[config.mk]
export PLATFORM = sky130hd
export DESIGN_NAME = beep_sequencer
export DESIGN_NICKNAME = d
export VERILOG_FILES = /design/src/rtl/beep_seq_pkg.sv /design/src/rtl/beep_tick_gen.sv /design/src/rtl/beep_sequencer.sv
export SDC_FILE = /design/constraint.sdc
export NUM_CORES = 1
export LEC_CHECK = 0
export BUFFER_PORTS_ARGS = -buffer_cell sky130_fd_sc_hd__buf_2
export CELL_PAD_IN_SITES_DETAIL_PLACEMENT = 0
export CELL_PAD_IN_SITES_GLOBAL_PLACEMENT = 1
export CORE_MARGIN = 4
export CORE_UTILIZATION = 49
export DETAILED_ROUTE_END_ITERATION = 16
export PLACE_DENSITY = 0.95
export SLEW_MARGIN = 20
export SYNTH_ARGS = -nofsm -noshare
export SYNTH_HDL_FRONTEND = slang
export SYNTH_SLANG_ARGS = --single-unit
export TNS_END_PERCENT = 30
[constraint.sdc]
create_clock -name i_clk -period 3.8 [get_ports i_clk]
set_input_delay 0.76 -clock i_clk [delete_from_list [all_inputs] [get_ports i_clk]]
set_output_delay 0.76 -clock i_clk [all_outputs]
set_load 0.05 [all_outputs]
[src/rtl/beep_seq_pkg.sv]
// Shared encoding and default timing for the beeper sequencer.
package beep_seq_pkg;

   typedef enum logic [1:0] {
      ST_IDLE = 2'd0,
      ST_ON   = 2'd1,
      ST_OFF  = 2'd2,
      ST_GAP  = 2'd3
   } state_t;

   localparam int NREQ_DEF     = 4;
   localparam int TICK_DIV_DEF = 50000;
   localparam int ON_MS_DEF    = 200;
   localparam int OFF_MS_DEF   = 100;
   localparam int GAP_MS_DEF   = 300;

   function automatic int max3(input int a, input int b, input int c);
      int m;
      m = (a > b) ? a : b;
      return (m > c) ? m : c;
   endfunction

   // Bits needed for a counter running 0..n-1 (at least one bit).
   function automatic int cnt_w(input int n);
      return (n <= 2) ? 1 : $clog2(n);
   endfunction

endpackage

[src/rtl/beep_tick_gen.sv]
// Time-unit prescaler: counts 0..TICK_DIV-1, ticks on the last count,
// and restarts from zero whenever the sequencer enters a new state.
module beep_tick_gen
   import beep_seq_pkg::*;
#(
   parameter int TICK_DIV = TICK_DIV_DEF
) (
   input  logic i_clk,
   input  logic i_rst,
   input  logic i_restart,
   output logic o_tick
);

   localparam int             CW   = cnt_w(TICK_DIV);
   localparam logic [CW-1:0]  LAST = CW'(TICK_DIV - 1);

   logic [CW-1:0] r_cnt;

   assign o_tick = (r_cnt == LAST);

   always_ff @(posedge i_clk or posedge i_rst) begin
      if (i_rst) begin
         r_cnt <= '0;
      end else if (i_restart || o_tick) begin
         r_cnt <= '0;
      end else begin
         r_cnt <= r_cnt + CW'(1);
      end
   end

endmodule

[src/rtl/beep_sequencer.sv]
// Fixed-priority arbiter and burst sequencer driving the siren beeper enable.
//   state | meaning
//   IDLE  | no owner; grant lowest pending requester
//   ON    | beeper enabled for ON_MS units
//   OFF   | beeper silent for OFF_MS units between bursts
//   GAP   | post-sequence silence for GAP_MS units, grant held
module beep_sequencer
   import beep_seq_pkg::*;
#(
   parameter int NREQ     = NREQ_DEF,
   parameter int TICK_DIV = TICK_DIV_DEF,
   parameter int ON_MS    = ON_MS_DEF,
   parameter int OFF_MS   = OFF_MS_DEF,
   parameter int GAP_MS   = GAP_MS_DEF
) (
   input  logic              i_clk,
   input  logic              i_rst,
   input  logic [NREQ-1:0]   i_req,
   input  logic [4*NREQ-1:0] i_bursts,
   input  logic              i_abort,
   output logic              o_beep_en,
   output logic              o_busy,
   output logic [NREQ-1:0]   o_grant,
   output logic [NREQ-1:0]   o_pending,
   output logic              o_done
);

   localparam int                UNIT_W   = cnt_w(max3(ON_MS, OFF_MS, GAP_MS));
   localparam logic [UNIT_W-1:0] ON_LAST  = UNIT_W'(ON_MS - 1);
   localparam logic [UNIT_W-1:0] OFF_LAST = UNIT_W'(OFF_MS - 1);
   localparam logic [UNIT_W-1:0] GAP_LAST = UNIT_W'(GAP_MS - 1);

   state_t            r_state, w_state_nxt;
   logic [NREQ-1:0]   r_grant, w_grant_nxt;
   logic [NREQ-1:0]   r_pending, w_clr;
   logic [3:0]        r_rem, w_rem_nxt, w_sel;
   logic [UNIT_W-1:0] r_unit, w_unit_last;
   logic              r_done, w_done_nxt;
   logic              r_beep_en;
   logic              w_tick, w_restart, w_unit_done;

   beep_tick_gen #(
      .TICK_DIV (TICK_DIV)
   ) u_tick (
      .i_clk     (i_clk),
      .i_rst     (i_rst),
      .i_restart (w_restart),
      .o_tick    (w_tick)
   );

   // Any state change restarts the timebase, so every state lasts exactly K units.
   assign w_restart = (w_state_nxt != r_state);

   always_comb begin
      case (r_state)
         ST_ON:   w_unit_last = ON_LAST;
         ST_OFF:  w_unit_last = OFF_LAST;
         default: w_unit_last = GAP_LAST;
      endcase
   end

   assign w_unit_done = w_tick && (r_unit == w_unit_last);

   always_comb begin
      w_state_nxt = r_state;
      w_grant_nxt = r_grant;
      w_rem_nxt   = r_rem;
      w_clr       = '0;
      w_sel       = '0;
      w_done_nxt  = 1'b0;
      case (r_state)
         ST_IDLE: begin
            w_grant_nxt = '0;
            // Descending scan so the lowest set index is the one that sticks.
            for (int i = NREQ - 1; i >= 0; i--) begin
               if (r_pending[i]) begin
                  w_grant_nxt    = '0;
                  w_grant_nxt[i] = 1'b1;
                  w_sel          = i_bursts[4*i +: 4];
               end
            end
            if (|w_grant_nxt) begin
               w_state_nxt = ST_ON;
               w_clr       = w_grant_nxt;
               w_rem_nxt   = (w_sel == 4'd0) ? 4'd1 : w_sel;
            end
         end
         ST_ON: begin
            if (w_unit_done) begin
               if (r_rem > 4'd1) begin
                  w_rem_nxt   = r_rem - 4'd1;
                  w_state_nxt = ST_OFF;
               end else begin
                  w_state_nxt = ST_GAP;
               end
            end
         end
         ST_OFF: begin
            if (w_unit_done) begin
               w_state_nxt = ST_ON;
            end
         end
         ST_GAP: begin
            if (w_unit_done) begin
               w_state_nxt = ST_IDLE;
               w_grant_nxt = '0;
               w_done_nxt  = 1'b1;
            end
         end
         default: w_state_nxt = ST_IDLE;
      endcase
      if (i_abort) begin
         w_state_nxt = ST_IDLE;
         w_grant_nxt = '0;
         w_done_nxt  = 1'b0;
      end
   end

   always_ff @(posedge i_clk or posedge i_rst) begin
      if (i_rst) begin
         r_state   <= ST_IDLE;
         r_grant   <= '0;
         r_pending <= '0;
         r_rem     <= '0;
         r_unit    <= '0;
         r_done    <= 1'b0;
         r_beep_en <= 1'b0;
      end else begin
         r_state   <= w_state_nxt;
         r_grant   <= w_grant_nxt;
         r_rem     <= w_rem_nxt;
         r_done    <= w_done_nxt;
         r_beep_en <= (w_state_nxt == ST_ON);
         // A new request wins over the grant-time clear and replays later.
         r_pending <= i_abort ? '0 : ((r_pending & ~w_clr) | i_req);
         if (w_restart || (r_state == ST_IDLE)) begin
            r_unit <= '0;
         end else if (w_tick) begin
            r_unit <= r_unit + UNIT_W'(1);
         end
      end
   end

   assign o_beep_en = r_beep_en;
   assign o_busy    = (r_state != ST_IDLE);
   assign o_grant   = r_grant;
   assign o_pending = r_pending;
   assign o_done    = r_done;

endmodule
Word-level counts from Yosys, hierarchy flattened --
Cells that the tools add are included.
Word-level totals: register bits after elaboration 41, bits in latches 0, RAM bits 0, bits in read-only memories 0, input port bits 23, output and inout port bits 11, logic and storage cells 73, memories kept 0
Operators by class: add/sub/neg operators 3, multipliers 0, divide/modulo/power cells 0, magnitude comparators 1, equal/unequal tests 11, shifts and indexed selects 0, mux-type cells 35, bitwise gates (word level) 3, reduce and logical (&&, ||, !) cells 12
Operators by type and width (number):
- 4-bit two-way mux | 19
- 9-bit two-way mux | 2
- 9-bit case mux with 2 select lines | 1
- 16-bit by 1-bit adder with 16-bit output, second input constant | 1
- 16-bit == test, second input constant | 1
- 16-bit two-way mux | 1
- 4-bit case mux with 2 select lines | 2
- 2-bit two-way mux | 5
- 9-bit by 1-bit adder with 9-bit output, second input constant | 1
- 9-bit == test | 1
- 2-bit case mux with 4 select lines | 1
- 2-bit != test, second input constant | 3
- 2-bit nonzero test | 3
- 4-bit AND | 1
- 2-bit by 1-bit == test with 1-bit output, second input constant | 2
- 2-bit == test, second input constant | 2
- 4-bit by 1-bit greater-than comparator with 1-bit output, second input constant | 1
- 4-bit logical NOT | 1
- 1-bit two-way mux | 4
- 4-bit NOT | 1
- 4-bit OR | 1
- 4-bit AND reduction | 1
- 4-bit OR reduction | 1
- 4-bit by 1-bit subtractor with 4-bit output, second input constant | 1
- 7 further kinds | 8

Logic depth before layout (Yosys ltp) --
Gate-level depths: netlist (run 1).
depth after elaboration 12, mapped depth 10, mapped depth without buffers 7

By module --
From an unflattened synthesis (run 1), not the netlist that was laid out.
Unflattened totals: cell total of the unflattened synthesis 267, area total of the unflattened synthesis 2531.2 um^2
Modules (own cells, without submodules):
- beep_sequencer | instances 1, cells an instance 184, area an instance 1669.1 um^2, seq. area each 625.6 um^2
- beep_tick_gen | instances 1, cells an instance 83, area an instance 862.1 um^2, seq. area each 400.4 um^2

Least setup slack after synthesis (run 1) --
OpenSTA, ideal clock, no wires.
path type register to register, from register r_state[1], to register r_unit[1], library setup time 0.095 ns, data arrival time 2.244 ns, slack 1.461 ns, stages on the path, launching flop included 10, buffers on the path 2, clock period less this slack 2.339 ns, cell sequence dfrtp_1 -> inv_1 -> ha_1 -> nor4bb_4 -> o221a_4 -> buf_6 -> a21o_1 -> o2111a_2 -> buf_6 -> nor4b_2
On the way: word-level cells in the longest chain between the ends 10, elaborated cells between the ends (all ways) 17, those cells by class eq/ne: 5; mux: 8; reduce/logical: 4
Ends and longest elaborated chain:
- from (decl) | line beep_sequencer.sv:33 | state_t r_state, w_state_nxt;
- from (signal assigned) | line beep_sequencer.sv:129 | r_state <= w_state_nxt;
- 2-bit == test / 2-bit by 1-bit == test with 1-bit output (equally long branches) | line beep_sequencer.sv:55, beep_sequencer.sv:71
- 9-bit case mux with 2 select lines | line beep_sequencer.sv:55 | case (r_state)
- 9-bit == test | line beep_sequencer.sv:62 | assign w_unit_done = w_tick && (r_unit == w_unit_last);
- 1-bit logical AND | line beep_sequencer.sv:62
- 2-bit two-way mux (on tied branches) | line beep_sequencer.sv:104, beep_sequencer.sv:89, beep_sequencer.sv:99
- 2-bit case mux with 4 select lines | line beep_sequencer.sv:71 | case (r_state)
- 2-bit two-way mux | line beep_sequencer.sv:112 | if (i_abort) begin
- 2-bit != test | line beep_sequencer.sv:52 | assign w_restart = (w_state_nxt != r_state);
- 1-bit logical OR (*) | line beep_sequencer.sv:136 | if (w_restart || (r_state == ST_IDLE)) begin
- 9-bit two-way mux / 2-bit nonzero test (equally long branches)
- to (signal assigned) | line beep_sequencer.sv:139 | r_unit <= r_unit + UNIT_W'(1);
- to (decl) | line beep_sequencer.sv:37 | logic [UNIT_W-1:0] r_unit, w_unit_last;
Every way passes the cells marked *; elsewhere a longest branch is shown, timed or not. A chain may end at the register's enable or synchronous reset.

Worst setup path in the final report (run 1) --
from register r_state[0], to register r_unit[3]
The elaborated chain is that of the path after synthesis.

==> results of run 1 <==
-- synth_stat cells, types with 3 or more instances --
library cell / count
nor2_1: 19
nor4_1: 3
a221oi_1: 4
ha_1: 8
nor3_1: 13
nor4_2: 8
a21oi_1: 11
nand4_1: 5
nor4b_1: 7
and3_1: 3
nand3_1: 19
nor3b_1: 4
nor4b_2: 7
inv_1: 9
a21o_1: 3
clkbuf_1: 5
buf_2: 4
xnor2_1: 12
xor2_1: 10
nand2_1: 21
and4_1: 6
dfrtp_1: 41
o21ai_0: 6
a31oi_1: 6
nand3b_1: 5
buf_6: 6
nand2b_1: 3
-- worst paths after layout --
path,startpoint,end,depth (start not counted)
worst min-delay path,u_tick.r_cnt[0]$_DFF_PP0_,u_tick.r_cnt[0]$_DFF_PP0_,1
worst min register to register,u_tick.r_cnt[0]$_DFF_PP0_,u_tick.r_cnt[0]$_DFF_PP0_,1
worst max-delay path,r_state[0]$_DFF_PP0_,r_unit[3]$_DFFE_PP0P_,8
worst max register to register,r_state[0]$_DFF_PP0_,r_unit[3]$_DFFE_PP0P_,8
max in group asynchronous,i_rst,o_pending[2]$_DFF_PP0_,3
min in group asynchronous,i_rst,u_tick.r_cnt[10]$_DFF_PP0_,3
-- power by group --
part           leakage [nW]  internal (mW)  total (mW)  switching (mW)
clock network        0.0585          0.197       0.355           0.159
logic                 0.688          0.152       0.393           0.241
registers             0.554          0.484       0.537          0.0530
-- metal layers --
metal / up-vias / routed length [um] / track usage (%)
met5: - / 0 / 0
met3: 9 / 227 / 2.88
met4: 0 / 87 / 5.50
li1: 1090 / - / -
met1: 1096 / 2730 / 23.5
met2: 45 / 3130 / 31.0
-- stage by stage --
step	hold slack [ps]	util (%)	worst slack, ps
after floorplan	466	-	1460
after global placement	495	53.3	998
after detailed placement	503	53.3	857
after CTS	513	55.3	835
after global routing	534	55.3	653
final	509	55.3	839
-- cell type report --
cell class / count / area, um2 / area share (%)
clock buffers: 5 / 68.8 / 2.26
clock inverters: 3 / 43.8 / 1.44
inverters: 9 / 33.8 / 1.11
multi-input cells: 213 / 1600 / 52.6
flip-flops and latches: 41 / 1030 / 33.7
well taps: 72 / 90.1 / 2.96
repair buffers: 35 / 180 / 5.92
-- kinds of logic (layout without fill, tap and decap cells) --
logic type / count (synthesis) / after routing / share of synthesized area (%)
xor+xnor: 22 / 22 / 6.92
flops: 41 / 41 / 36.9
fa+ha+maj: 8 / 8 / 3.60
buf+inv: 26 / 52 / 5.57
compound gates: 45 / 45 / 12.4
simple gates: 135 / 135 / 33.5
mux: 3 / 3 / 1.12
-- state kept, by name, summed over array words and instances, names as in the netlist --
name          count
o_beep_en         1
o_done            1
o_grant           4
o_pending         4
r_rem             4
r_state           2
r_unit            9
u_tick.r_cnt     16
==> impl_metrics.toml, run 1 <==
[outcome]
status = "complete, no violations"

[floorplan]
rows = 27
io_pins = 34
die_w_um = 83.4
fp.dieH_um = 83.4
core_area_mm2 = 0.00551
die_area_mm2 = 0.00695
initial_core_util_pct = 50.6

[routing]
postRouteWirelength_mm = 6.17
drt_first_pass_iters = 4
ant_nets = 0
detail_route.iter0.violations = 163
via_count = 2240
wl_per_cell_um = 16.3
viasPerCell = 5.93
drc = 0

[timing]
fin_setup_tns_ps = 0
worst_slew_pin_slew_ps = 955
setup_viol = 0
maxSlewViolCount = 0
period_share_pct = 77.9
hold_viol_final = 0
fmax_ghz = 0.338
slew_headroom_pct = 35.4
post-route-min-period_ps = 2960
rsz0062_at_grt = "false"
finClkSkew_ps = 11.0

[clocking]
cts_num_sinks = 41
cts_setup_buffers = 0
clkTransAtPathRegs_ps = 80
cts_made_buffers = 5
clk_latency_ps = 300
ctsHoldBuffers = 0
htreeDepth = 2
tritoncts = "built"
clockBufferDepth = 2
ctsResizeCount = 0
cts-root-buf = "clkbuf_8"

[critical_path]
r2r_slack_ps = 840
crit_slowest_cell = "or3_1"
arrival_ps = 3150
crit_path_end_kind = "register"
critical_path_buf_inv_count = 2
path_cells = "inv_1 -> ha_1 -> or3b_4 -> or3_1 -> nand3_2 -> o32ai_4 -> buf_4 -> nor4b_1"
critPathKind = "reg2reg"
required_ps = 3990
crit_fanout = 25
slowest_delay_ps = 500
path_delay_family = "simple AND/OR/NAND/NOR gates"
critPathLaunchType = "register"

[synth]
synth_area_mm2 = 0.00278
synthFlopType = "dfrtp_1"
ys_ff_latch = 41
synthCells = 280
synth_top_area_share_pct = 36.9
ys_seq_area_share_pct = 36.9
syn_area_per_cell_um2 = 9.94
async_reset_ff_share_pct = 100
yosys_warnings = 0
synth.area.top_cells = "dfrtp_1, nor4b_2, xnor2_1"
ys_types = 55
syn_nets = 311
synth_edf_count = 0
synth_top_area_cell = "dfrtp_1"

[layout]
layout-drive-gt1-share_pct = 23.2
design_area_mm2 = 0.00305
final_common_cell = "dfrtp_1"
fin_nets = 336
area_growth_pct = 9.39
antenna_cells = 0
finalNonFillerCells = 378
layout_common_cells = "dfrtp_1, buf_2, nand2_1"
fillers = 506

[placed_design]
placed_area_mm2 = 0.00293
dpl.cell_count = 370
dpl.hpwl_mm = 4.31
portBuffers = 33
place.gp.congestion = 0.834

[power]
power_density_mw_per_mm2 = 422
irDropWorstVdd_v = 0.000234
power_mw = 1.29
leakage_nw = 1.30

[hold_path]
min_path_type = "reg2reg"

[job]
maxCapViolCount = 0

[global_route]
grt_pass1_vias = 2222
grt_max_degree = 42
gr-total-overflow = 0
grt_pass1_wl_mm = 10.5
grt_use_total_pct = 18.1
antenna_found_initial = 0
No activity file was read; power rests on OpenSTA's default activity.
==> run 2: changes to the inputs <==
--- a/config.mk
+++ b/config.mk
@@ -9,9 +9,9 @@
 export CELL_PAD_IN_SITES_DETAIL_PLACEMENT = 0
 export CELL_PAD_IN_SITES_GLOBAL_PLACEMENT = 1
 export CORE_MARGIN = 4
-export CORE_UTILIZATION = 49
+export CORE_UTILIZATION = 41
 export DETAILED_ROUTE_END_ITERATION = 16
-export PLACE_DENSITY = 0.95
+export PLACE_DENSITY = 0.86
 export SLEW_MARGIN = 20
 export SYNTH_ARGS = -nofsm -noshare
 export SYNTH_HDL_FRONTEND = slang
==> constraint.sdc (replaced) <==
create_clock -name i_clk -period 2.5 [get_ports i_clk]
set_input_delay 0.5 -clock i_clk [delete_from_list [all_inputs] [get_ports i_clk]]
set_output_delay 0.5 -clock i_clk [all_outputs]
set_load 0.05 [all_outputs]
==> impl_metrics.toml, run 2 (synthesized netlist as in run 1, its figures left out) <==
[critical_path]
critPathLaunchType = "register"
crit_path_end_kind = "register"
required_ps = 2690
arrival_ps = 2520
critPathKind = "reg2reg"
crit_fanout = 25

[global_route]
gr-total-overflow = 0
antenna_found_initial = 0
grt_use_total_pct = 15.5
grt_pass1_wl_mm = 10.7
grt_pass1_vias = 2236
grt_max_degree = 42

[layout]
largest_registers = "u_tick.r_cnt x16, r_unit x9"
area_growth_pct = 13.8
layout_common_cells = "dfrtp_1, buf_2, nand2_1"
design_area_mm2 = 0.00317
top_register = "u_tick.r_cnt"
antenna_cells = 0
largest_reg_flops = 16
final_common_cell = "dfrtp_1"
final_util_pct = 49.0
fillers = 638
layout-drive-gt1-share_pct = 27.0
fin_nets = 349

[floorplan]
io_pins = 34
core_area_mm2 = 0.00646
die_area_mm2 = 0.00817
initial_core_util_pct = 43.1
fp.dieH_um = 90.4
rows = 29
die_w_um = 90.4

[placed_design]
placed_area_mm2 = 0.00305
dpl.hpwl_mm = 4.43
place_ws_ps = 40.8
portBuffers = 33
place.gp.congestion = 0.850

[timing]
period_share_pct = 93.3
setup_viol = 0
fin_ws_ps = 166
fmax_ghz = 0.429
finClkSkew_ps = 11.3
worst_slew_pin_slew_ps = 534
post-route-min-period_ps = 2330
slew_headroom_pct = 64.3
maxSlewViolCount = 0
hold_slack_ps = 339
hold_viol_final = 0

[job]
maxCapViolCount = 0

[clocking]
tritoncts = "built"
clkTransAtPathRegs_ps = 80
cts_made_buffers = 5
ctsHoldBuffers = 0
cts-root-buf = "clkbuf_8"
clockBufferDepth = 2
cts_num_sinks = 41
htreeDepth = 2
clk_latency_ps = 290

[routing]
viasPerCell = 5.68
wl_per_cell_um = 15.6
via_count = 2244
drt_first_pass_iters = 4
postRouteWirelength_mm = 6.17
ant_nets = 0
drc = 0
detail_route.iter0.violations = 107

[outcome]
status = "complete, no violations"

[power]
power_density_mw_per_mm2 = 588
leakage_nw = 1.36
irDropWorstVdd_v = 0.000313

[hold_path]
min_path_type = "in2async"
## run 2: cell types whose count changed in the layout (fill, tap and decap cells not counted), sizes merged
cell,previous run,this run
buf,35,48
inv,10,9
clkbuf,5,6
bufinv,1,0
## run 2: final timing paths
check | cells after the start | to | from | slack, ps
max in group asynchronous | 3 | r_rem[1]$_DFFE_PP0P_ | i_rst | 1800
setup reg to reg | 8 | r_unit[4]$_DFFE_PP0P_ | r_state[1]$_DFF_PP0_ | 170
setup / recovery | 8 | r_unit[4]$_DFFE_PP0P_ | r_state[1]$_DFF_PP0_ | 170
hold / removal | 3 | u_tick.r_cnt[12]$_DFF_PP0_ | i_rst | 340
min in group i_clk | 3 | o_pending[2]$_DFF_PP0_ | i_req[2] | 420
hold reg to reg | 1 | u_tick.r_cnt[0]$_DFF_PP0_ | u_tick.r_cnt[0]$_DFF_PP0_ | 520
## run 2: final cells by class
| type | count | area (um2) | share of cell area, % |
|---|---|---|---|
| clock buffers | 6 | 72.6 | 2.29 |
| clock inverters | 1 | 8.76 | 0.277 |
| inverters | 9 | 33.8 | 1.07 |
| multi-input cells | 213 | 1630 | 51.4 |
| flip-flops and latches | 41 | 1030 | 32.4 |
| well taps | 77 | 96.3 | 3.04 |
| repair buffers | 48 | 303 | 9.56 |
## run 2: stage by stage
stage / instances / total power, mW / setup TNS, ps
3_3_place_gp: 387 / 1.45 / 0
3_5_place_dp: 387 / 1.46 / 0
4_1_cts: 394 / 1.88 / 0
6_report: 395 / 1.86 / 0
2_1_floorplan: 280 / 1.30 / 0
5_1_grt: 395 / 1.99 / -10.5
## run 2: power breakdown
| group | leakage, nW | internal [mW] | switching, mW |
|---|---|---|---|
| logic | 0.761 | 0.262 | 0.378 |
| registers | 0.554 | 0.735 | 0.0762 |
| clock network | 0.0412 | 0.193 | 0.216 |
## run 2: what timing repair did
item                       in CTS  in global routing
buffers inserted                0                  1
setup endpoints to repair       0                 17
gates resized for setup         0                  4
## run 2: critical path: stages (launching register included)
cell     delay [ps]
dfrtp_1         380
inv_1           130
ha_1            200
or3b_4          410
or3_1           420
nand3_2         140
o32ai_4          90
buf_12          190
nor4b_1         280
## run 2: per-layer routing
metal  part of all wire [%]  up-vias  track usage [%]
met5                      0        -                0
met3                    2.2        7             2.75
met4                    1.0        0             3.06
li1                       -     1118                -
met2                     48       29             25.4
met1                     48     1090             21.7
==> run 3: changes to the inputs <==
--- a/config.mk
+++ b/config.mk
@@ -11,7 +11,7 @@
 export CORE_MARGIN = 4
 export CORE_UTILIZATION = 41
 export DETAILED_ROUTE_END_ITERATION = 16
-export PLACE_DENSITY = 0.86
+export PLACE_DENSITY_LB_ADDON = 0.1
 export SLEW_MARGIN = 20
 export SYNTH_ARGS = -nofsm -noshare
 export SYNTH_HDL_FRONTEND = slang
==> impl_metrics.toml, run 3 (synthesized netlist as in run 1, its figures left out) <==
[floorplan]
rows = 29
fp.dieH_um = 90.4
io_pins = 34
die_w_um = 90.4
core_area_mm2 = 0.00646
die_area_mm2 = 0.00817
initial_core_util_pct = 43.1

[timing]
period_share_pct = 95.3
worst_slew_pin_slew_ps = 650
maxSlewViolCount = 0
rsz0062_at_grt = "false"
slew_headroom_pct = 56.5
setup_viol = 0
fin_setup_tns_ps = 0
finClkSkew_ps = 5.74
fmax_ghz = 0.420
fin_ws_ps = 118
post-route-min-period_ps = 2380
hold_slack_ps = 326
hold_viol_final = 0

[routing]
viasPerCell = 5.63
drt_first_pass_iters = 4
drc = 0
postRouteWirelength_mm = 6.52
ant_nets = 0
detail_route.iter0.violations = 86
via_count = 2250
wl_per_cell_um = 16.3

[clocking]
cts_made_buffers = 5
clockBufferDepth = 2
clkTransAtPathRegs_ps = 80
cts-root-buf = "clkbuf_8"
cts_num_sinks = 41
htreeDepth = 2
clk_latency_ps = 290
ctsHoldBuffers = 0
tritoncts = "built"

[job]
maxCapViolCount = 0

[critical_path]
crit_slowest_cell = "dfrtp_1"
critPathKind = "reg2reg"
slowest_delay_ps = 410
arrival_ps = 2570
critPathLaunchType = "register"
r2r_slack_ps = 120
required_ps = 2690
crit_path_end_kind = "register"
crit_fanout = 25
path_cells = "inv_1 -> ha_1 -> nor4bb_4 -> o221a_4 -> a21o_1 -> o2111a_2 -> buf_12 -> nor4b_1"

[global_route]
grt_pass1_wl_mm = 10.9
gr-total-overflow = 0
grt_max_degree = 42
grt_pass1_vias = 2119
grt_use_total_pct = 16.1
antenna_found_initial = 0

[layout]
layout-drive-gt1-share_pct = 28.2
final_common_cell = "dfrtp_1"
design_area_mm2 = 0.00323
layout_common_cells = "dfrtp_1, buf_2, nand2_1"
area_growth_pct = 16.1
multi_input_area_mm2 = 0.00163
largest_reg_flops = 16
fin_nets = 353
top_register = "u_tick.r_cnt"
seqCellArea_mm2 = 0.00103
final_util_pct = 50.0
antenna_cells = 0
finalNonFillerCells = 400
largest_registers = "u_tick.r_cnt x16, r_unit x9"
fillers = 619

[placed_design]
place_ws_ps = 49.6
portBuffers = 33
placed_area_mm2 = 0.00306
dpl.cell_count = 388
dpl.hpwl_mm = 4.52
place.gp.congestion = 0.808

[outcome]
status = "complete, no violations"

[power]
power_mw = 2.03
power_density_mw_per_mm2 = 629
irDropWorstVdd_v = 0.000369
leakage_nw = 1.39

[hold_path]
min_path_type = "in2async"
## run 3: cell count changes in the layout (fill, tap and decap cells not counted), sizes merged
cell    change
buf         +4
bufinv      +1
inv         -1
clkbuf      +1
## run 3: cell type report
cell class	count	share of cell area, %
Inverter	9	1.05
Tap cell	77	2.98
Clock inverter	1	0.929
Timing Repair Buffer	52	10.3
Multi-Input combinational cell	213	50.3
Sequential cell	41	31.7
Clock buffer	7	2.67
## run 3: worst max-delay path: cells and delay by family (launching register included)
kind	cells	cell delay [ps]
simple gates	2	460
fa+ha+maj	1	340
flops	1	410
compound gates	3	810
buf+inv	2	250
## run 3: path summary, 6_finish.rpt
| path | start | endpoint | cells after the start |
|---|---|---|---|
| setup / recovery | r_state[0]$_DFF_PP0_ | r_unit[7]$_DFFE_PP0P_ | 8 |
| hold / removal | i_rst | r_rem[1]$_DFFE_PP0P_ | 3 |
| setup reg to reg | r_state[0]$_DFF_PP0_ | r_unit[7]$_DFFE_PP0P_ | 8 |
| hold reg to reg | u_tick.r_cnt[0]$_DFF_PP0_ | u_tick.r_cnt[0]$_DFF_PP0_ | 1 |
| max in group asynchronous | i_rst | r_unit[4]$_DFFE_PP0P_ | 3 |
| min in group i_clk | i_req[3] | o_pending[3]$_DFF_PP0_ | 3 |
## run 3: where the power goes
group / internal, mW / total [mW] / switching, mW / leakage, nW
Combinational: 0.270 / 0.657 / 0.387 / 0.776
Clock: 0.326 / 0.566 / 0.240 / 0.0585
Sequential: 0.735 / 0.810 / 0.0746 / 0.554
## run 3: timing repair
item,4_1_cts,5_1_grt
resized for setup,0,4
buffers inserted,0,4
endpoints found under the setup margin,0,19
## run 3: layer usage
metal / global-route usage, % / share of wire (%)
met5: 0 / 0
met4: 3.06 / 0.51
met3: 3.00 / 1.9
met2: 24.4 / 47
met1: 24.1 / 51
